===== config.mk =====
export PLATFORM = sky130hd
export DESIGN_NAME = adder_seq_nbit_flat
export DESIGN_NICKNAME = d
export VERILOG_FILES = /design/src/rtl/adder_seq_nbit_if.sv /design/src/rtl/adder_seq_nbit.sv /design/src/flat_wrapper.sv
export SDC_FILE = /design/constraint.sdc
export NUM_CORES = 1
export LEC_CHECK = 0
export CAP_MARGIN = 0
export CORE_ASPECT_RATIO = 1.75
export CORE_MARGIN = 2
export CORE_UTILIZATION = 49
export CTS_CLUSTER_DIAMETER = 150
export DETAILED_ROUTE_END_ITERATION = 16
export GPL_ROUTABILITY_DRIVEN = 0
export PLACE_DENSITY = 0.87
export SLEW_MARGIN = 0
export SYNTH_ARGS = -nofsm -noshare
export SYNTH_HDL_FRONTEND = slang
export SYNTH_SLANG_ARGS = --single-unit

===== constraint.sdc =====
create_clock -name clk -period 2.1 [get_ports clk]
set_input_delay 0.315 -clock clk [delete_from_list [all_inputs] [get_ports clk]]
set_output_delay 0.315 -clock clk [all_outputs]
set_load 0.005 [all_outputs]

===== src/rtl/adder_seq_nbit_if.sv =====
// Handshake and result bundle for the multi-cycle adder/subtractor.
// The requester drives start and operands; the adder returns status and result.
interface adder_seq_nbit_if #(
    parameter int NUM_BITS = 16
);
    logic                start;
    logic                sub;
    logic [NUM_BITS-1:0] a;
    logic [NUM_BITS-1:0] b;
    logic                carry_in;
    logic                busy;
    logic                done;
    logic [NUM_BITS-1:0] sum;
    logic                carry_out;
    logic                overflow;

    modport master (
        output start, sub, a, b, carry_in,
        input  busy, done, sum, carry_out, overflow
    );

    modport slave (
        input  start, sub, a, b, carry_in,
        output busy, done, sum, carry_out, overflow
    );
endinterface


===== src/rtl/adder_seq_nbit.sv =====
// Multi-cycle adder/subtractor: CHUNK_BITS per clock, carry held between chunks.
// Result, carry_out and signed overflow are registered and flagged by done.
module adder_seq_nbit #(
    parameter int NUM_BITS   = 16,
    parameter int CHUNK_BITS = 4
) (
    input  logic             clk,
    input  logic             n_rst,
    adder_seq_nbit_if.slave  bus
);
    localparam int NUM_CHUNKS = NUM_BITS / CHUNK_BITS;
    localparam int IDX_W      = (NUM_CHUNKS > 1) ? $clog2(NUM_CHUNKS) : 1;
    localparam logic [IDX_W-1:0] LAST_IDX = IDX_W'(NUM_CHUNKS - 1);

    generate
        if (NUM_BITS < 2) begin : g_bad_width
            $error("adder_seq_nbit: NUM_BITS must be >= 2");
        end
        if (CHUNK_BITS < 1 || (NUM_BITS % CHUNK_BITS) != 0) begin : g_bad_chunk
            $error("adder_seq_nbit: CHUNK_BITS must divide NUM_BITS");
        end
    endgenerate

    typedef enum logic [1:0] {
        S_IDLE = 2'd0,
        S_ADD  = 2'd1,
        S_DONE = 2'd2
    } state_t;

    state_t r_state;
    state_t w_state_nxt;
    logic   w_accept;
    logic   w_last;

    // Operand A register also collects the result: each cycle the low
    // chunk is consumed and the new sum chunk enters at the top, so after
    // NUM_CHUNKS shifts it holds the full result in order.
    logic [NUM_BITS-1:0]   r_acc;
    logic [NUM_BITS-1:0]   r_op_b;
    logic                  r_carry;
    logic [IDX_W-1:0]      r_idx;
    logic [NUM_BITS-1:0]   r_sum;
    logic                  r_cout;
    logic                  r_ovf;

    logic [CHUNK_BITS-1:0] w_a_chunk;
    logic [CHUNK_BITS-1:0] w_b_chunk;
    logic [CHUNK_BITS-1:0] w_s_chunk;
    logic                  w_c_chunk;
    logic                  w_ovf;
    logic [NUM_BITS-1:0]   w_acc_nxt;

    assign w_a_chunk = r_acc[CHUNK_BITS-1:0];
    assign w_b_chunk = r_op_b[CHUNK_BITS-1:0];

    assign {w_c_chunk, w_s_chunk} = {1'b0, w_a_chunk}
                                  + {1'b0, w_b_chunk}
                                  + {{CHUNK_BITS{1'b0}}, r_carry};

    // On the last chunk the operand MSBs sit at the top of the chunk.
    assign w_ovf = (w_a_chunk[CHUNK_BITS-1] == w_b_chunk[CHUNK_BITS-1])
                && (w_s_chunk[CHUNK_BITS-1] != w_a_chunk[CHUNK_BITS-1]);

    generate
        if (NUM_CHUNKS == 1) begin : g_single
            assign w_acc_nxt = w_s_chunk;
        end else begin : g_multi
            assign w_acc_nxt = {w_s_chunk, r_acc[NUM_BITS-1:CHUNK_BITS]};
        end
    endgenerate

    // State register
    always_ff @(posedge clk) begin
        if (!n_rst) begin
            r_state <= S_IDLE;
        end else begin
            r_state <= w_state_nxt;
        end
    end

    // Next-state, accept and last-chunk decode
    always_comb begin
        w_state_nxt = r_state;
        w_accept    = 1'b0;
        w_last      = (r_state == S_ADD) && (r_idx == LAST_IDX);
        unique case (r_state)
            S_IDLE: begin
                if (bus.start) begin
                    w_accept    = 1'b1;
                    w_state_nxt = S_ADD;
                end
            end
            S_ADD: begin
                if (w_last) begin
                    w_state_nxt = S_DONE;
                end
            end
            S_DONE: begin
                if (bus.start) begin
                    w_accept    = 1'b1;
                    w_state_nxt = S_ADD;
                end else begin
                    w_state_nxt = S_IDLE;
                end
            end
            default: begin
                w_state_nxt = S_IDLE;
            end
        endcase
    end

    // Operand capture, per-chunk add, and result load on the last chunk
    always_ff @(posedge clk) begin
        if (!n_rst) begin
            r_acc   <= '0;
            r_op_b  <= '0;
            r_carry <= 1'b0;
            r_idx   <= '0;
            r_sum   <= '0;
            r_cout  <= 1'b0;
            r_ovf   <= 1'b0;
        end else if (w_accept) begin
            r_acc   <= bus.a;
            r_op_b  <= bus.sub ? ~bus.b : bus.b;
            r_carry <= bus.carry_in ^ bus.sub;
            r_idx   <= '0;
        end else if (r_state == S_ADD) begin
            r_acc   <= w_acc_nxt;
            r_op_b  <= r_op_b >> CHUNK_BITS;
            r_carry <= w_c_chunk;
            r_idx   <= r_idx + IDX_W'(1);
            if (w_last) begin
                r_sum  <= w_acc_nxt;
                r_cout <= w_c_chunk;
                r_ovf  <= w_ovf;
            end
        end
    end

    assign bus.busy      = (r_state == S_ADD);
    assign bus.done      = (r_state == S_DONE);
    assign bus.sum       = r_sum;
    assign bus.carry_out = r_cout;
    assign bus.overflow  = r_ovf;
endmodule


===== src/flat_wrapper.sv =====
// flat-port wrapper written by rule: the top's interface ports become plain ports
module adder_seq_nbit_flat 
#(
    parameter int NUM_BITS   = 16,
    parameter int CHUNK_BITS = 4
)
  (clk, n_rst, bus_start, bus_sub, bus_a, bus_b, bus_carry_in, bus_busy, bus_done, bus_sum, bus_carry_out, bus_overflow);
  adder_seq_nbit_if #(.NUM_BITS(NUM_BITS)) bus_i ();
  input  logic clk;
  input  logic n_rst;
  input wire logic [$bits(bus_i.start)-1:0] bus_start;
  input wire logic [$bits(bus_i.sub)-1:0] bus_sub;
  input wire logic [$bits(bus_i.a)-1:0] bus_a;
  input wire logic [$bits(bus_i.b)-1:0] bus_b;
  input wire logic [$bits(bus_i.carry_in)-1:0] bus_carry_in;
  output wire logic [$bits(bus_i.busy)-1:0] bus_busy;
  output wire logic [$bits(bus_i.done)-1:0] bus_done;
  output wire logic [$bits(bus_i.sum)-1:0] bus_sum;
  output wire logic [$bits(bus_i.carry_out)-1:0] bus_carry_out;
  output wire logic [$bits(bus_i.overflow)-1:0] bus_overflow;
  assign bus_i.start = bus_start;
  assign bus_i.sub = bus_sub;
  assign bus_i.a = bus_a;
  assign bus_i.b = bus_b;
  assign bus_i.carry_in = bus_carry_in;
  assign bus_busy = bus_i.busy;
  assign bus_done = bus_i.done;
  assign bus_sum = bus_i.sum;
  assign bus_carry_out = bus_i.carry_out;
  assign bus_overflow = bus_i.overflow;
  adder_seq_nbit #(.NUM_BITS(NUM_BITS), .CHUNK_BITS(CHUNK_BITS)) u_core (.clk(clk), .n_rst(n_rst), .bus(bus_i));
endmodule

==> impl_metrics.csv <==
group,metric,value,unit
outcome,status,"finished, final reports clean",
critical_path,startpoint_type,"flip-flop",
synthesis,ys_warn_count,0,
synthesis,ys_seq_area_frac,0.455,
critical_path,reg2reg_slack,0.25,ns
clock_tree,cts_resized,0,
global_route,antenna_found_initial,0,
drt,ant_nets,0,
sta,max_slew.worst_pin.slew,0.450,ns
sta,skew,0.00771,ns
sta,hold_ws,0.457,ns
drt,routed_wl,5470,um
floorplan,die_x,57.1,um
sta,hold_viol,0,
critical_path,slowest_delay,0.57,ns
finish,antenna_cells,0,
sta,timing.final.max_slew_violations,0,
sta,fin_crit,1.96,ns
sta,setup_tns,0,ns
global_route,overflow,0,
clock_tree,cts_tree,"built",
critical_path,crit_fanout,34,
clock_tree,htreeDepth,2,
clock_tree,cts.sinks,55,
synthesis,synth_edf_count,0,
floorplan,fp.dieArea,5540,um2
critical_path,crit_arrival,1.65,ns
synthesis,synthDominantCellAreaShare,0.455,
drt,num_vias,2094,
finish,fin_nets,364,
clock_tree,cts-hold-fix-buffers,0,
critical_path,required,1.78,ns
drt,viasPerCell,5.60,
placement,dp_hpwl,3880,um
sta,rsz0062_at_grt,"false",
synthesis,syn_inst,273,
critical_path,crit_path_cell_trace,"nand2b_4 > inv_6 > clkdlybuf4s50_1",
pwr,p_leak,0.00112,uW
placement,port-buffer-count,56,
finish,seq_area,1100,um2
critical_path,r2r_start,"u_core.r_carry",
synthesis,syn-num-nets,316,
synthesis,yosysMostFrequentCell,"nand2_1",
floorplan,start_util,0.514,
critical_path,crit_start,"u_core.r_state[0]",
critical_path,crit_type,"flip-flop to output pin",
pwr,vdd.ir_drop.worst,580,uV
global_route,grt_start_max_net_pins,35,
synthesis,async_reset_ff_frac,0,
finish,area_growth,25.3,%
floorplan,fp.dieH,96.9,um
global_route,grt_pass1_wl,9090,um
global_route,grt_usage,0.207,
critical_path,crit_path_top_delay_cell,"clkdlybuf4s50_1",
synthesis,ys_top_cells_by_count,"nand2_1, dfxtp_1, a21oi_1, a22oi_1, xor2_1",
clock_tree,cts_setup_buffers,0,
finish,nFillCells,426,
sta,max_freq,509,MHz
finish,multiInputGateArea,1170,um2
global_route,grt_pass1_vias,1997,
floorplan,core-area,4710,um2
finish,drive_above_1_share,0.0621,
sta,slew_headroom,0.700,
drt,first_pass_iters,4,
synthesis,syn_area,2420,um2
sta,setup_viol,0,
drt,route.detailed.drc,0,
clock_tree,clk_pin_slew,0.10,ns
worst_hold_path,min_from,"u_core.bus.sum[10]",
sta,period_share,0.935,
critical_path,worstSetupEndpointType,"output pin",
job,cap_viol_max_count,0,
floorplan,num_rows,33,
floorplan,io_pins,57,
synthesis,yosysUniqueCellTypes,31,
drt,wl_per_cell,14.6,um
pwr,powerDensity,671,nW/um2
clock_tree,clockRootBuffer,"clkbuf_8",
synthesis,avgSynthCellArea,8.86,um2
clock_tree,clkLatencyLatePin,0.31,ns
clock_tree,cts_inserted_buffers,5,
worst_hold_path,hold_path_class,"flip-flop to flip-flop",
synthesis,synth-main-ff-cell,"dfxtp_1",
synthesis,synth_seq_cells,55,
drt,drt_iter0_drc,91,
synthesis,synth.area.top_cells,"dfxtp_1, a21oi_1, a22oi_1",
clock_tree,cts_buffer_depth,2,
synthesis,synth_top_area_cell,"dfxtp_1",
-- metal layers --
layer | share of wire | wire length, um | vias up | track usage
met3 | 0.044 | 239 | 14 | 0.0307
met4 | 0.029 | 161 | 0 | 0.100
met2 | 0.55 | 3020 | 72 | 0.355
met5 | 0 | 0 | - | 0
li1 | - | - | 1029 | -
met1 | 0.37 | 2040 | 979 | 0.243
-- layout make-up --
| cell class | count | share of cell area |
|---|---|---|
| clock buffers | 6 | 0.0239 |
| clock inverters | 2 | 0.00413 |
| repair buffers | 61 | 0.197 |
| multi-input cells | 196 | 0.386 |
| well taps | 52 | 0.0215 |
| flip-flops and latches | 55 | 0.363 |
| inverters | 2 | 0.00413 |
-- registers in the layout (all words and copies together), names as in the netlist --
register              cells
u_core.r_carry            1
u_core.r_idx              2
u_core.bus.carry_out      1
u_core.r_acc             16
u_core.bus.overflow       1
u_core.bus.sum           16
u_core.r_state            2
u_core.r_op_b            16
-- report_power, final --
group / internal, uW / switching [uW] / total [uW] / leakage, uW
Sequential: 1100 / 42.1 / 1140 / 0.000449
Combinational: 157 / 167 / 323 / 0.000627
Clock: 234 / 337 / 571 / 0.0000412
-- critical path: cells and delay by family (launching register included) --
family	cells	cell delay [ns]
DFF	1	0.42
and+or+nand+nor	1	0.11
buffers and inverters	2	0.81
-- cells in the final DEF (no fill, tap or decap), types with 2 or more instances in the layout --
cell type	count
fa_1	2
a21oi_1	48
xnor2_1	2
xor2_1	17
or3_1	2
nor2b_1	2
nand2_1	58
clkbuf_8	5
nor2_1	10
nand2b_1	2
ha_1	4
a22oi_1	32
buf_4	5
nand3_1	3
dfxtp_1	55
clkdlybuf4s50_1	56
a21o_1	2
-- metrics by stage --
| step | cell area, um2 | util | setup WS [ns] | instances | power, uW |
|---|---|---|---|---|---|
| 4_1_cts | 3030 | 0.644 | 0.125 | 374 | 2040 |
| 6_report | 3030 | 0.644 | 0.136 | 374 | 2030 |
| 2_1_floorplan | 2420 | - | 0.354 | 273 | 1370 |
| 3_3_place_gp | 2950 | 0.626 | 0.304 | 366 | 1470 |
| 3_5_place_dp | 2950 | 0.626 | 0.262 | 366 | 1480 |
| 5_1_grt | 3030 | 0.644 | 0.0456 | 374 | 2120 |
-- cell families (layout without fill, tap and decap cells) --
family,count (synthesis),count (layout),share of synthesized area
AO/OA/AOI/OAI,87,87,0.221
XOR/XNOR,19,19,0.0688
adder cells (fa/ha/maj),6,6,0.0372
buffers and inverters,22,71,0.0626
flip-flops,55,55,0.455
AND/OR/NAND/NOR,84,84,0.155
-- final timing paths --
path,depth (start not counted),to
setup / recovery,3,bus_busy
hold / removal,2,u_core.bus.sum[10]
setup reg to reg,6,u_core.r_acc[14]
hold reg to reg,2,u_core.bus.sum[10]
(Power assumes the default switching activity.)
